===== src/rtl/frame_commit_controller.sv =====
// Holds one core datagram in a shadow register and commits it to the display copy at vsync start.
// Latency: commit lands 2 clk edges after vsync_in is first sampled active; ready is registered.
// Backpressure: datagram_ready drops while the shadow is full and rises on the clk of its commit.
module frame_commit_controller #(
    parameter int MSG_W        = 32,
    parameter int STATE_W      = 8,
    parameter int BLANK_FRAMES = 2,
    parameter bit VSYNC_ACTIVE = 1'b0
) (
    input  logic             clk,
    input  logic             rst,
    input  logic [MSG_W-1:0] datagram_in,
    input  logic             datagram_valid,
    output logic             datagram_ready,
    input  logic             vsync_in,
    output logic [MSG_W-1:0] datagram_out,
    output logic             blank,
    output logic             frame_commit,
    output logic [15:0]      frame_cnt,
    output logic [7:0]       stale_cnt
);

    typedef enum logic {SHOW, BLANK} state_t;

    localparam int              CNT_W      = (BLANK_FRAMES > 1) ? $clog2(BLANK_FRAMES + 1) : 1;
    localparam logic [CNT_W-1:0] BLANK_LOAD = CNT_W'(BLANK_FRAMES);
    localparam logic            VS_IDLE    = ~VSYNC_ACTIVE;

    logic             vs_s1, vs_s2, vs_s3;
    logic             vs_start;
    logic [MSG_W-1:0] shadow;
    logic             shadow_full;
    logic             shadow_full_nxt;
    logic             accept;
    logic             commit;
    logic             scene_change;
    state_t           state, state_nxt;
    logic [CNT_W-1:0] blank_cnt, blank_cnt_nxt;

    // vsync_in comes from the pixel clock domain; s3 is only used for edge detection.
    always_ff @(posedge clk or negedge rst) begin
        if (!rst) begin
            vs_s1 <= VS_IDLE;
            vs_s2 <= VS_IDLE;
            vs_s3 <= VS_IDLE;
        end else begin
            vs_s1 <= vsync_in;
            vs_s2 <= vs_s1;
            vs_s3 <= vs_s2;
        end
    end

    assign vs_start     = (vs_s2 == VSYNC_ACTIVE) && (vs_s3 != VSYNC_ACTIVE);
    assign accept       = datagram_valid && datagram_ready;
    assign commit       = vs_start && shadow_full;
    assign scene_change = commit && (shadow[STATE_W-1:0] != datagram_out[STATE_W-1:0]);

    // accept and commit are exclusive: ready is the registered complement of shadow_full.
    always_comb begin
        shadow_full_nxt = shadow_full;
        if (commit)
            shadow_full_nxt = 1'b0;
        else if (accept)
            shadow_full_nxt = 1'b1;
    end

    always_ff @(posedge clk or negedge rst) begin
        if (!rst) begin
            shadow         <= '0;
            shadow_full    <= 1'b0;
            datagram_ready <= 1'b0;
            datagram_out   <= '0;
            frame_commit   <= 1'b0;
            frame_cnt      <= '0;
            stale_cnt      <= '0;
        end else begin
            shadow_full    <= shadow_full_nxt;
            datagram_ready <= !shadow_full_nxt;
            frame_commit   <= commit;
            if (accept)
                shadow <= datagram_in;
            if (vs_start) begin
                frame_cnt <= frame_cnt + 16'd1;
                if (shadow_full) begin
                    datagram_out <= shadow;
                    stale_cnt    <= '0;
                end else if (stale_cnt != 8'hFF) begin
                    stale_cnt <= stale_cnt + 8'd1;
                end
            end
        end
    end

    always_ff @(posedge clk or negedge rst) begin
        if (!rst) begin
            state     <= SHOW;
            blank_cnt <= '0;
            blank     <= 1'b0;
        end else begin
            state     <= state_nxt;
            blank_cnt <= blank_cnt_nxt;
            blank     <= (state_nxt == BLANK);
        end
    end

    always_comb begin
        state_nxt     = state;
        blank_cnt_nxt = blank_cnt;
        case (state)
            SHOW: begin
                if (scene_change && (BLANK_FRAMES > 0)) begin
                    state_nxt     = BLANK;
                    blank_cnt_nxt = BLANK_LOAD;
                end
            end
            BLANK: begin
                if (vs_start) begin
                    if (scene_change) begin
                        blank_cnt_nxt = BLANK_LOAD;
                    end else if (blank_cnt <= CNT_W'(1)) begin
                        blank_cnt_nxt = '0;
                        state_nxt     = SHOW;
                    end else begin
                        blank_cnt_nxt = blank_cnt - CNT_W'(1);
                    end
                end
            end
            default: begin
                state_nxt     = SHOW;
                blank_cnt_nxt = '0;
            end
        endcase
    end

endmodule

===== config.mk =====
export PLATFORM = sky130hd
export DESIGN_NAME = frame_commit_controller
export DESIGN_NICKNAME = d
export VERILOG_FILES = /design/src/rtl/frame_commit_controller.sv
export SDC_FILE = /design/constraint.sdc
export NUM_CORES = 1
export LEC_CHECK = 0
export ABC_AREA = 0
export CAP_MARGIN = 30
export CORE_MARGIN = 2
export CORE_UTILIZATION = 38
export DETAILED_ROUTE_END_ITERATION = 12
export GPL_ROUTABILITY_DRIVEN = 0
export PLACE_DENSITY_LB_ADDON = 0.1
export SLEW_MARGIN = 20
export SYNTH_ARGS = -nofsm -noshare
export SYNTH_HDL_FRONTEND = slang
export SYNTH_SLANG_ARGS = --single-unit

===== constraint.sdc =====
create_clock -name clk -period 2.15 [get_ports clk]
set_clock_uncertainty 0.15 [all_clocks]
set_input_delay 0.5375 -clock clk [delete_from_list [all_inputs] [get_ports clk]]
set_output_delay 0.5375 -clock clk [all_outputs]
set_load 0.02 [all_outputs]

Yosys cells after proc, flatten, opt, wreduce, memory -nomap -nowiden --
Index checks and enable logic that the tools add are counted.
Storage, ports and cells: register bits after elaboration 97, input port bits 36
Operators by class: $add $sub $neg 3, order comparisons 1, eq/ne operators 4, mux-type cells 14, bitwise operators 2, reduce and logical (&&, ||, !) cells 9
Operators by type and width (number):
- $add A16 B1 Y16 const B | 1
- $mux W8 | 2
- $add A8 B1 Y8 const B | 1
- $mux W2 | 4
- $ne A8 B8 Y1 | 1
- $ne A8 B8 Y1 const B | 1
- $mux W1 | 6
- $reduce_and A2 Y1 | 3
- $logic_and A1 B1 Y1 | 4
- $ne A2 B2 Y1 const B | 2
- $pmux W2 S2 | 1
- $le A2 B1 Y1 const B | 1
- $not A1 Y1 | 2
- $pmux W1 S2 | 1
- $reduce_bool A2 Y1 | 1
- $sub A2 B1 Y2 const B | 1
- $logic_not A1 Y1 | 1

Depth between registers and ports, before layout --
depth in word-level cells 7, gate-level depth with buffers 8

Worst setup path before layout --
No wires, ideal clock.
path kind reg2reg, from reg vs_s3, to reg datagram_out[7], setup time 0.127 ns, arrival time 1.478 ns, required time 1.873 ns, setup slack 0.395 ns, stages on the path, launching flop included 7, buffers on the path 2, period minus slack after synthesis 1.755 ns, cell sequence dfstp_2 > nor2b_1 > buf_2 > nand2_2 > inv_4 > buf_6 > mux2_1
On the way: cells in the longest elaborated chain, start to end 2
Ends and longest elaborated chain:
- from (decl) | line 29 | logic vs_s1, vs_s2, vs_s3;
- from (signal assigned) | line 49 | vs_s3 <= vs_s2;
- $logic_and A1 B1 Y1 | line 53 | assign vs_start = (vs_s2 == VSYNC_ACTIVE) && (vs_s3 != VSYNC_ACTIVE);
- $reduce_and A2 Y1 (no source line)
- to (signal assigned) | line 85 | datagram_out <= shadow;
- to (decl) | line 16 | output logic [MSG_W-1:0] datagram_out,
Every way passes these cells. A chain may end at the register's enable or synchronous reset.

Final worst setup path --
from reg frame_cnt[7], to out frame_cnt[7]
RTL lines:
- from (decl) | line 19 | output logic [15:0] frame_cnt,
- from (signal assigned) | line 83 | frame_cnt <= frame_cnt + 16'd1;
No word-level cell between the ends.

==> impl_results.md <==
- Final Util: between 50% and 60%
- Seq/Total Area, Yosys: 61.84%
- CP Capture Type: primary output
- Synth Area in Compound Gates: roughly 3.0%
- Non-filler cells, final: 570
- Worst hold path class: flip-flop to flip-flop
- CTS tree: done
- Area delta synth->final: 36.41%
- Critical path data arrival time: approximately 1.4 ns
- Grt total ovfl: 0
- Iteration-0 DRC Markers: 86
- Fmax: a little under 500 MHz
- Post-Synthesis Cell Area: 3931 sq um
- Main synth FF type: dfrtp_1
- First-pass GRT wire length: 13490 microns
- Starting density of the core: between 30% and 40%
- # IOs: 95
- Vias after detailed routing: 2765
- Crit path largest cell delay: 0.62 ns
- Final hold vios: 0
- Post-place instance area: slightly above 5000 sq um
- TritonCTS Sinks: 97
- CP Max Fanout: 4
- Number of H-tree levels: 3
- Cell variety after synth: 41
- Count leader, synth: dfrtp_1
- Ant. Diodes: 0
- Synth Area in Adders: 0.6365%
- Worst-path cell chain: clkdlybuf4s50_1
- Setup CP Type: flip-flop to primary output
- WL final: 8075 microns
- Chip width: 105.7 microns
- Post-synthesis mux area share: 11.71%
- Peak supply drop: 0.7767 mV
- Top cells by area, synth: dfrtp_1 60%, mux2_2 9.7%, nand2_1 8.6%
- Async set-reset flop share out of synthesis: 100.0%
- Fin. max-slew vios: 0
- Clk buf depth: 2
- Slew @ Worst Pin: about 0.36 ns
- Yosys top cell by area: dfrtp_1
- Mean Syn Cell Area: 12.06 sq um
- Top cell family by delay on the critical path: buffers and inverters
- Period utilization: 96.88%
- Min cycle time layout: 2.083 ns
- DR pass1 iterations: 4
- DRC: 0
- Finished Cell Area: 5363 sq um
- Setup_tns: 0 ns
- Antenna Nets Post-Route: 0
- Post-CTS Setup Inserts: 0
- CP Buf/Inv Count: 1
- Clk_lat worst skew: 0.35 ns
- Max cap viols: 0
- CTS root buffer: clkbuf_8
- Fraction of layout cells with a size suffix above 1: 16.13%
- Ys Warns: 0
- Row count: 37
- Pwr/cell area: 1327 nW/um^2
- Synthesized Nets: 364
- Setup Viol. Count Final: 0
- Slowest cell on the critical path: clkdlybuf4s50_1
- Inst Count DP: approximately 550
- CP Data Required Time: 1.46 ns
- Die Ht: 105.7 microns
- PnR Total Power: ~7 mW
- Final nets: approximately 470
- Area share of the leading cell type in the synthesized netlist: 59.83%
- GRT Overall Usage: 15.39%
- Hpwl dp: roughly 5500 microns
- Leakage power: around 2.5 nW
- Initial antenna violation count: 0
- Post-synth EDFFs: 0
- Synth Area in Simple Gates: 15.53%
- Post-Synthesis Cells: 326
- Die area: 11170 sq um
- Final worst slack: roughly 0.067 ns
- Pin count of the biggest net entering global routing: between 40 and 50
- Most common library cells after synthesis: 94 x dfrtp_1, 90 x nand2_1, 34 x mux2_2, 20 x xnor2_1, 9 x nand4_1
- Clock transition at path regs: about 0.09 ns
- Post-Place Setup Slack: 0.2303 ns
- CTS buffer count: 9
- Core area: 10180 sq um
- Vias in the first global route: about 2700
- Post-synthesis register bit count: 97
- CP startpoint kind: flip-flop
- WL/cell: around 14 microns
- Largest family of logic cells by synthesized area: simple AND/OR/NAND/NOR gates
- Worst hold margin: 0.2140 ns
- Rel. slew slack: 76.17%
- Synth Area in XOR/XNOR: 5.124%
- Via-per-instance ratio: 4.851
- Run status: completed
- RSZ-0062 raised after global routing: false
- PortBufs: between 90 and 100
==> power by group <==
part / switching (mW) / internal (mW)
combinational: 1.19 / 1.37
clock: 0.607 / 0.840
sequential: 0.548 / 2.56
total: 2.35 / 4.77
==> worst register-to-register path, delay by kind of cell (launching register included) <==
family,cells,cell delay (ns)
buffers and inverters,1,0.26
flip-flops,1,0.55
multiplexers,1,0.38
AND/OR/NAND/NOR,2,0.32
==> cell families (layout without fill, tap and decap cells) <==
group,count (synthesis),count (layout)
AOI/OAI and AO/OA,18,18
and+or+nand+nor,129,129
DFF,97,97
buffers and inverters,16,124
xor gates and xnor gates,23,23
adders and majority gates,2,2
muxes,41,41
==> final timing paths <==
check | from | end | slack [ns] | depth (start not counted)
max reg2reg | vs_s3$_DFF_PN1_ | datagram_out[0]$_DFFE_PN0P_ | 0.39 | 4
max in group asynchronous | rst | datagram_out[11]$_DFFE_PN0P_ | 0.84 | 3
max | frame_cnt[7]$_DFFE_PN0N_ | frame_cnt[7] | 0.07 | 1
min reg2reg | vs_s1$_DFF_PN1_ | vs_s2$_DFF_PN1_ | 0.21 | 0
min | vs_s1$_DFF_PN1_ | vs_s2$_DFF_PN1_ | 0.21 | 0
min in group asynchronous | rst | frame_cnt[3]$_DFFE_PN0N_ | 0.48 | 2
==> sequential cells by signal, indices dropped and copies added, names as in the netlist, 2 cells and up <==
signal	cells
frame_cnt	16
datagram_out	32
blank_cnt	2
stale_cnt	8
shadow	32
==> final cells by class <==
cell class	instances	area (sq um)
timing repair buffer	104	1070
tap	136	170.2
fill	936	4822
inverter	4	17.52
clock inverter	4	98.84
sequential	97	2432
multi-input combinational	213	1419
clock buffer	12	155.1
==> placed cells by master (no fill, tap or decap), drive strengths merged <==
master	Yosys	routed
dfrtp	94	94
a221o	1	1
nand4b	2	2
a21oi	3	3
clkbuf	4	12
nor3	3	3
o311ai	1	1
xor2	3	3
o21a	2	2
nand3	4	4
nand2	91	91
and3	3	3
dfstp	3	3
dlygate4sd2	0	5
clkinv	0	1
clkdlybuf4s50	0	79
and4	5	5
nand2b	1	1
a211oi	1	1
mux2i	1	1
a31oi	2	2
and2	1	1
o21ai	6	6
buf	8	10
bufinv	0	3
nand4	10	10
mux2	40	40
and4b	1	1
xnor2	20	20
inv	4	4
dlymetal6s2s	0	9
dlygate4sd3	0	1
o31ai	1	1
nor2b	1	1
a21boi	1	1
nor2	4	4
nor3b	3	3
ha	2	2
==> what timing repair did <==
action,CTS,global route
hold endpoints to repair,20,0
hold buffers,1,0
gates resized for setup,6,9
setup endpoints to repair,6,9
pin swaps,0,0
==> metal layers <==
layer  up-vias  routed length (microns)  global-route usage, %  share of wire (%)
li1       1308                        -                      -                  -
met1      1364                     3581                  19.20                 44
met2        82                     3896                  25.58                 48
met3        11                      481                  5.071                6.0
met4         0                      116                  4.417                1.4
met5         -                        0                      0                  0
No activity file was read; power rests on OpenSTA's default activity.
